File: src/rtl/button_event_arbiter.sv
// button_event_arbiter
//
// Purpose:
//   Gathers short-press, long-press and auto-repeat events from a bank of
//   debounced buttons. It keeps at most one pending event of each kind per
//   button and serialises them onto a single valid/ready stream. Buttons are
//   served in round-robin order.
//
//   While a button stays held after a long press, a per-button repeat timer
//   produces a REPEAT event every REPEAT_CYCLES clocks.
//
//   Events that arrive while the same (button, kind) is already pending are
//   discarded. Each discard is counted in a saturating 8-bit counter.
//
// Ports:
//   clk          system clock
//   rst_n        asynchronous active-low reset
//   short_pulse  per-button one-cycle short-press pulse
//   long_pulse   per-button one-cycle long-press pulse
//   held         per-button synchronized level (1 = pressed)
//   repeat_en    enables auto-repeat generation
//   evt_valid    output event available
//   evt_ready    consumer accepts the event
//   evt_btn      button index of the event
//   evt_kind     0 = SHORT, 1 = LONG, 2 = REPEAT
//   drop_count   saturating count of discarded events

module button_event_arbiter #(
  parameter int N_BTN         = 5,
  parameter int REPEAT_CYCLES = 25000000,
  localparam int BTN_W        = (N_BTN > 1) ? $clog2(N_BTN) : 1
) (
  input  logic             clk,
  input  logic             rst_n,
  input  logic [N_BTN-1:0] short_pulse,
  input  logic [N_BTN-1:0] long_pulse,
  input  logic [N_BTN-1:0] held,
  input  logic             repeat_en,
  output logic             evt_valid,
  input  logic             evt_ready,
  output logic [BTN_W-1:0] evt_btn,
  output logic [1:0]       evt_kind,
  output logic [7:0]       drop_count
);

  localparam int CNT_W = $clog2(REPEAT_CYCLES);
  localparam logic [CNT_W-1:0] CNT_MAX = CNT_W'(REPEAT_CYCLES - 1);

  localparam logic [1:0] KIND_SHORT  = 2'd0;
  localparam logic [1:0] KIND_LONG   = 2'd1;
  localparam logic [1:0] KIND_REPEAT = 2'd2;

  typedef enum logic {
    RPT_IDLE  = 1'b0,
    RPT_ARMED = 1'b1
  } rpt_state_e;

  // Repeat timers
  rpt_state_e       rpt_state_q [N_BTN];
  rpt_state_e       rpt_state_d [N_BTN];
  logic [CNT_W-1:0] rpt_cnt_q   [N_BTN];
  logic [CNT_W-1:0] rpt_cnt_d   [N_BTN];
  logic [N_BTN-1:0] rpt_tick;

  // Pending flags, indexed [kind][button]
  logic [2:0][N_BTN-1:0] pend_q, pend_d;
  logic [2:0][N_BTN-1:0] set_req, clr, drop;

  // Output register and arbitration state
  logic             evt_valid_q, evt_valid_d;
  logic [BTN_W-1:0] evt_btn_q, evt_btn_d;
  logic [1:0]       evt_kind_q, evt_kind_d;
  logic [BTN_W-1:0] rr_ptr_q, rr_ptr_d;
  logic [7:0]       drop_count_q, drop_count_d;

  logic             win_found;
  logic [BTN_W-1:0] win_btn;
  logic [1:0]       win_kind;
  logic [BTN_W-1:0] cand;
  logic             load;
  int               drop_total;

  // Modular addition over the button range, wrapping N_BTN-1 -> 0.
  function automatic logic [BTN_W-1:0] btn_add(input logic [BTN_W-1:0] base,
                                               input int off);
    int s;
    s = int'(base) + off;
    if (s >= N_BTN) s = s - N_BTN;
    return BTN_W'(s);
  endfunction

  // Repeat timer state register.
  always_ff @(posedge clk or negedge rst_n) begin
    if (!rst_n) begin
      for (int i = 0; i < N_BTN; i++) begin
        rpt_state_q[i] <= RPT_IDLE;
        rpt_cnt_q[i]   <= '0;
      end
    end else begin
      for (int i = 0; i < N_BTN; i++) begin
        rpt_state_q[i] <= rpt_state_d[i];
        rpt_cnt_q[i]   <= rpt_cnt_d[i];
      end
    end
  end

  // Repeat timer next state.
  // When the timer is armed, dropping the button or repeat_en disarms it at
  // once. A fresh long press restarts the count from zero.
  always_comb begin
    for (int i = 0; i < N_BTN; i++) begin
      rpt_state_d[i] = rpt_state_q[i];
      rpt_cnt_d[i]   = rpt_cnt_q[i];
      case (rpt_state_q[i])
        RPT_IDLE: begin
          if (long_pulse[i] && held[i] && repeat_en) begin
            rpt_state_d[i] = RPT_ARMED;
            rpt_cnt_d[i]   = '0;
          end
        end
        RPT_ARMED: begin
          if (!held[i] || !repeat_en) begin
            rpt_state_d[i] = RPT_IDLE;
            rpt_cnt_d[i]   = '0;
          end else if (long_pulse[i] || rpt_cnt_q[i] == CNT_MAX) begin
            rpt_cnt_d[i] = '0;
          end else begin
            rpt_cnt_d[i] = rpt_cnt_q[i] + 1'b1;
          end
        end
        default: begin
          rpt_state_d[i] = RPT_IDLE;
          rpt_cnt_d[i]   = '0;
        end
      endcase
    end
  end

  // Repeat tick output.
  // A tick fires only when the timer stays armed and is not restarted on
  // this edge.
  always_comb begin
    rpt_tick = '0;
    for (int i = 0; i < N_BTN; i++) begin
      rpt_tick[i] = (rpt_state_q[i] == RPT_ARMED) && held[i] && repeat_en &&
                    !long_pulse[i] && (rpt_cnt_q[i] == CNT_MAX);
    end
  end

  // Round-robin winner search.
  // The scan starts at rr_ptr. The first button with any pending kind wins,
  // and the lowest-numbered kind is taken within that button.
  always_comb begin
    win_found = 1'b0;
    win_btn   = '0;
    win_kind  = KIND_SHORT;
    cand      = '0;
    for (int off = 0; off < N_BTN; off++) begin
      cand = btn_add(rr_ptr_q, off);
      if (!win_found &&
          (pend_q[0][cand] || pend_q[1][cand] || pend_q[2][cand])) begin
        win_found = 1'b1;
        win_btn   = cand;
        if (pend_q[0][cand])      win_kind = KIND_SHORT;
        else if (pend_q[1][cand]) win_kind = KIND_LONG;
        else                      win_kind = KIND_REPEAT;
      end
    end
  end

  // Pending flag, output register and drop counter update.
  //
  // A set and a consume of the same bit on one edge leave the bit set, and
  // nothing is lost. Only a set on a bit that stays pending is discarded.
  always_comb begin
    load       = !evt_valid_q || evt_ready;
    set_req[0] = short_pulse;
    set_req[1] = long_pulse;
    set_req[2] = rpt_tick;

    clr = '0;
    if (load && win_found) clr[win_kind][win_btn] = 1'b1;

    drop   = set_req & pend_q & ~clr;
    pend_d = (pend_q & ~clr) | set_req;

    drop_total = int'(drop_count_q) + $countones(drop);
    drop_count_d = (drop_total > 255) ? 8'hFF : 8'(drop_total);

    evt_valid_d = evt_valid_q;
    evt_btn_d   = evt_btn_q;
    evt_kind_d  = evt_kind_q;
    rr_ptr_d    = rr_ptr_q;
    if (load) begin
      evt_valid_d = win_found;
      if (win_found) begin
        evt_btn_d  = win_btn;
        evt_kind_d = win_kind;
        rr_ptr_d   = btn_add(win_btn, 1);
      end
    end
  end

  // Output, pending and counter registers.
  always_ff @(posedge clk or negedge rst_n) begin
    if (!rst_n) begin
      pend_q       <= '0;
      evt_valid_q  <= 1'b0;
      evt_btn_q    <= '0;
      evt_kind_q   <= KIND_SHORT;
      rr_ptr_q     <= '0;
      drop_count_q <= '0;
    end else begin
      pend_q       <= pend_d;
      evt_valid_q  <= evt_valid_d;
      evt_btn_q    <= evt_btn_d;
      evt_kind_q   <= evt_kind_d;
      rr_ptr_q     <= rr_ptr_d;
      drop_count_q <= drop_count_d;
    end
  end

  assign evt_valid  = evt_valid_q;
  assign evt_btn    = evt_btn_q;
  assign evt_kind   = evt_kind_q;
  assign drop_count = drop_count_q;

endmodule

File: config.mk
export PLATFORM = sky130hd
export DESIGN_NAME = button_event_arbiter
export DESIGN_NICKNAME = d
export VERILOG_FILES = /design/src/rtl/button_event_arbiter.sv
export SDC_FILE = /design/constraint.sdc
export NUM_CORES = 1
export LEC_CHECK = 0
export ABC_AREA = 1
export CAP_MARGIN = 20
export CORE_MARGIN = 5
export CORE_UTILIZATION = 63
export CTS_CLUSTER_SIZE = 10
export DETAILED_ROUTE_END_ITERATION = 12
export GPL_TIMING_DRIVEN = 0
export PLACE_DENSITY = 0.88
export REMOVE_ABC_BUFFERS = 1
export SETUP_SLACK_MARGIN = 0.2
export SLEW_MARGIN = 25
export SYNTH_ARGS = -nofsm -noshare
export SYNTH_HDL_FRONTEND = slang
export SYNTH_SLANG_ARGS = --single-unit
File: constraint.sdc
create_clock -name clk -period 8.4 [get_ports clk]
set_input_delay 0.84 -clock clk [delete_from_list [all_inputs] [get_ports clk]]
set_output_delay 0.84 -clock clk [all_outputs]
set_load 0.02 [all_outputs]
==> flow_summary_export.csv <==
group,metric,value,unit
run_status,outcome,"finished, final reports clean",
cts,cts.sinks,162,
placed_design,gp_congestion,0.995,
timing,post-route-period-util,91.2,%
synthesis,postSynthAreaPerCell,7.12,um2
cts,clk_latency,0.43,ns
layout,final_cell_mix,"nand2_1, inv_1, dfrtp_1",
layout,fin_cells,1783,
grt,grt_pass1_wl,45700,um
floorplan,core,0.0167,mm2
pwr,p_leak,5.28,nW
critical_path,cp_max_fo,17,
route,top_layer,"met4",
synthesis,synth-edff-count,0,
critical_path,cp_slowest_cell,"dfrtp_4",
timing,hold_viol,0,
floorplan,placementRows,47,
route,drc,0,
floorplan,die_w,141,um
placed_design,detailedPlacementHpwl,19300,um
critical_path,required,8.69,ns
timing,slew_headroom,32.2,%
pwr,p_per_area,327,mW/mm2
synthesis,synth-async-reset-ratio,100,%
pwr,total_power,3.90,mW
route,wl_per_cell,15.3,um
cts,clockBufferDepth,2,
floorplan,initial_core_util,64.6,%
layout,multi_input_area,0.00587,mm2
layout,final_common_cell,"nand2_1",
layout,nets,1606,
grt,grt_pass1_vias,9875,
timing,slew_violations,0,
critical_path,start_kind,"register",
timing,grt_setup_unrepaired,"no",
route,wl_met1,11500,um
synthesis,synth_area,0.0108,mm2
route,ant_nets,0,
route,drtPass1Iterations,6,
timing,setup_viol,0,
route,vias,10700,
grt,grt-ovfl-total,0,
cts,cts_tree,"done",
critical_path,worst_setup_path_end_kind,"register",
route,vias_per_cell,6.01,
grt,grt_max_degree,95,
job,maxCapViolCount,0,
critical_path,path_class,"reg -> reg",
placed_design,io_buffers,32,
timing,fmax,0.131,GHz
floorplan,io_pins,33,
cts,cts.reportedPaths.clkPinSlew,0.06,ns
critical_path,arrival,7.95,ns
critical_path,critPathMaxStageDelay,0.59,ns
timing,skew,0.00894,ns
layout,fin_area,0.0119,mm2
layout,diodes,0,
route,met2_wirelength,12800,um
cts,cts-root-buf,"clkbuf_16",
min_path,hold_path_class,"in -> async",
synthesis,synth_cell_type_count,52,
route,wirelength,27200,um
grt,track_usage,27.5,%
pwr,vdd_drop_max,0.000321,V
route,drtIter0Drc,1264,
placed_design,place_area,0.0114,mm2
critical_path,path_buf_inv,9,
placed_design,dp_cells,1752,
layout,final_util,71.5,%
synthesis,syn_inst,1517,
synthesis,seq_area_frac_synth,37.6,%
layout,fillCellCount,1275,
layout,syn2layout_area_growth,10.7,%
cts,post_cts_buffers,0,
synthesis,ys.flop_type,"dfrtp_1",
floorplan,dieHeight,141,um
floorplan,die_area,0.0199,mm2
cts,htreeDepth,4,
critical_path,cp_top_family,"adder cells",
cts,cts_buffers,17,
timing,worstMarginPinSlew,1.01,ns
synthesis,synth_seq_cells,162,
layout,ff_latch_area,0.00406,mm2
synthesis,synth_warnings,0,
route,dr_wl_met3,2150,um
grt,antenna_found_initial,0,
layout,drive_gt1_share,5.18,%
cts,ctsHoldBuffers,0,
timing,period_needed,7.66,ns
[routing by layer]
layer  track usage [%]  up-vias
met2              44.6      565
li1                  -     5124
met3              4.57       83
met5                 0        -
met4              10.6        0
met1              37.4     4940
[state kept, by name, indices dropped and copies added (netlist names)]
signal	cells
drop_count	8
evt_btn	3
evt_kind	2
evt_valid	1
pend_q	15
rpt_cnt_q	125
rpt_state_q	5
rr_ptr_q	3
[cells by family after synthesis]
family / Yosys count / synth area share [%]
XOR/XNOR: 30 / 2.57
AND/OR/NAND/NOR: 818 / 33.8
buffers and inverters: 232 / 8.21
flip-flops: 162 / 37.6
AO/OA/AOI/OAI: 239 / 12.9
adder cells (fa/ha/maj): 36 / 5.01
[path summary, 6_finish.rpt]
path | startpoint | to | slack [ns] | depth (start not counted)
setup / recovery | rr_ptr_q[0] | drop_count[2] | 0.74 | 37
hold / removal | rst_n | rpt_cnt_q[84] | 0.43 | 2
setup reg to reg | rr_ptr_q[0] | drop_count[2] | 0.74 | 37
hold reg to reg | rpt_cnt_q[23] | rpt_cnt_q[23] | 0.51 | 1
max in group asynchronous | rst_n | rpt_cnt_q[46] | 7.27 | 3
min in group clk | rpt_cnt_q[23] | rpt_cnt_q[23] | 0.51 | 1
[where the power goes]
group | total [mW] | switching [mW] | internal, mW
registers | 0.982 | 0.114 | 0.868
logic | 2.16 | 1.42 | 0.742
clock network | 0.756 | 0.318 | 0.438
total | 3.90 | 1.85 | 2.05
[cell usage after synthesis (all sizes together) (3+ instances only)]
| cell | number | share of area, % |
|---|---|---|
| nand4 | 34 | 2.0 |
| a21oi | 79 | 3.7 |
| buf | 3 | 0.24 |
| a211oi | 5 | 0.35 |
| a22oi | 4 | 0.28 |
| o211ai | 7 | 0.49 |
| nand2 | 405 | 14 |
| a22o | 5 | 0.41 |
| o31ai | 4 | 0.28 |
| ha | 24 | 2.8 |
| a221oi | 3 | 0.24 |
| a31oi | 20 | 1.2 |
| nor2 | 155 | 5.9 |
| xnor2 | 7 | 0.64 |
| clkinv | 4 | 0.14 |
| nor3 | 67 | 3.1 |
| xor2 | 23 | 1.9 |
| fa | 12 | 2.2 |
| o32ai | 8 | 0.65 |
| o22ai | 14 | 0.81 |
| nand3 | 124 | 6.3 |
| nor4 | 19 | 1.1 |
| nor3b | 8 | 0.56 |
| clkbuf | 16 | 0.56 |
| o21ai | 81 | 3.8 |
| dfrtp | 162 | 38 |
| inv | 209 | 7.3 |
[repair_timing]
item	in CTS	in global routing
pin swaps	0	0
resized for setup	1	5
setup endpoints to repair	1	8
[stage by stage]
step / setup WS [ns] / setup TNS (ns) / hold WS [ns]
2_1_floorplan: 1.48 / 0 / 0.464
3_3_place_gp: -0.0946 / -12.70 / 0.473
3_5_place_dp: 0.267 / 0 / 0.498
4_1_cts: 0.464 / 0 / 0.441
5_1_grt: 0.243 / 0 / 0.468
6_report: 0.738 / 0 / 0.426
[layout make-up]
cell class                 count  share of cell area, %
multi-input combinational   1123                   49.1
clock buffer                  23                   4.09
sequential                   162                   34.0
inverter                     213                   6.69
clock inverter                 8                  0.649
timing repair buffer          34                   3.18
tap                          220                   2.30
No activity file was read; power rests on OpenSTA's default activity.
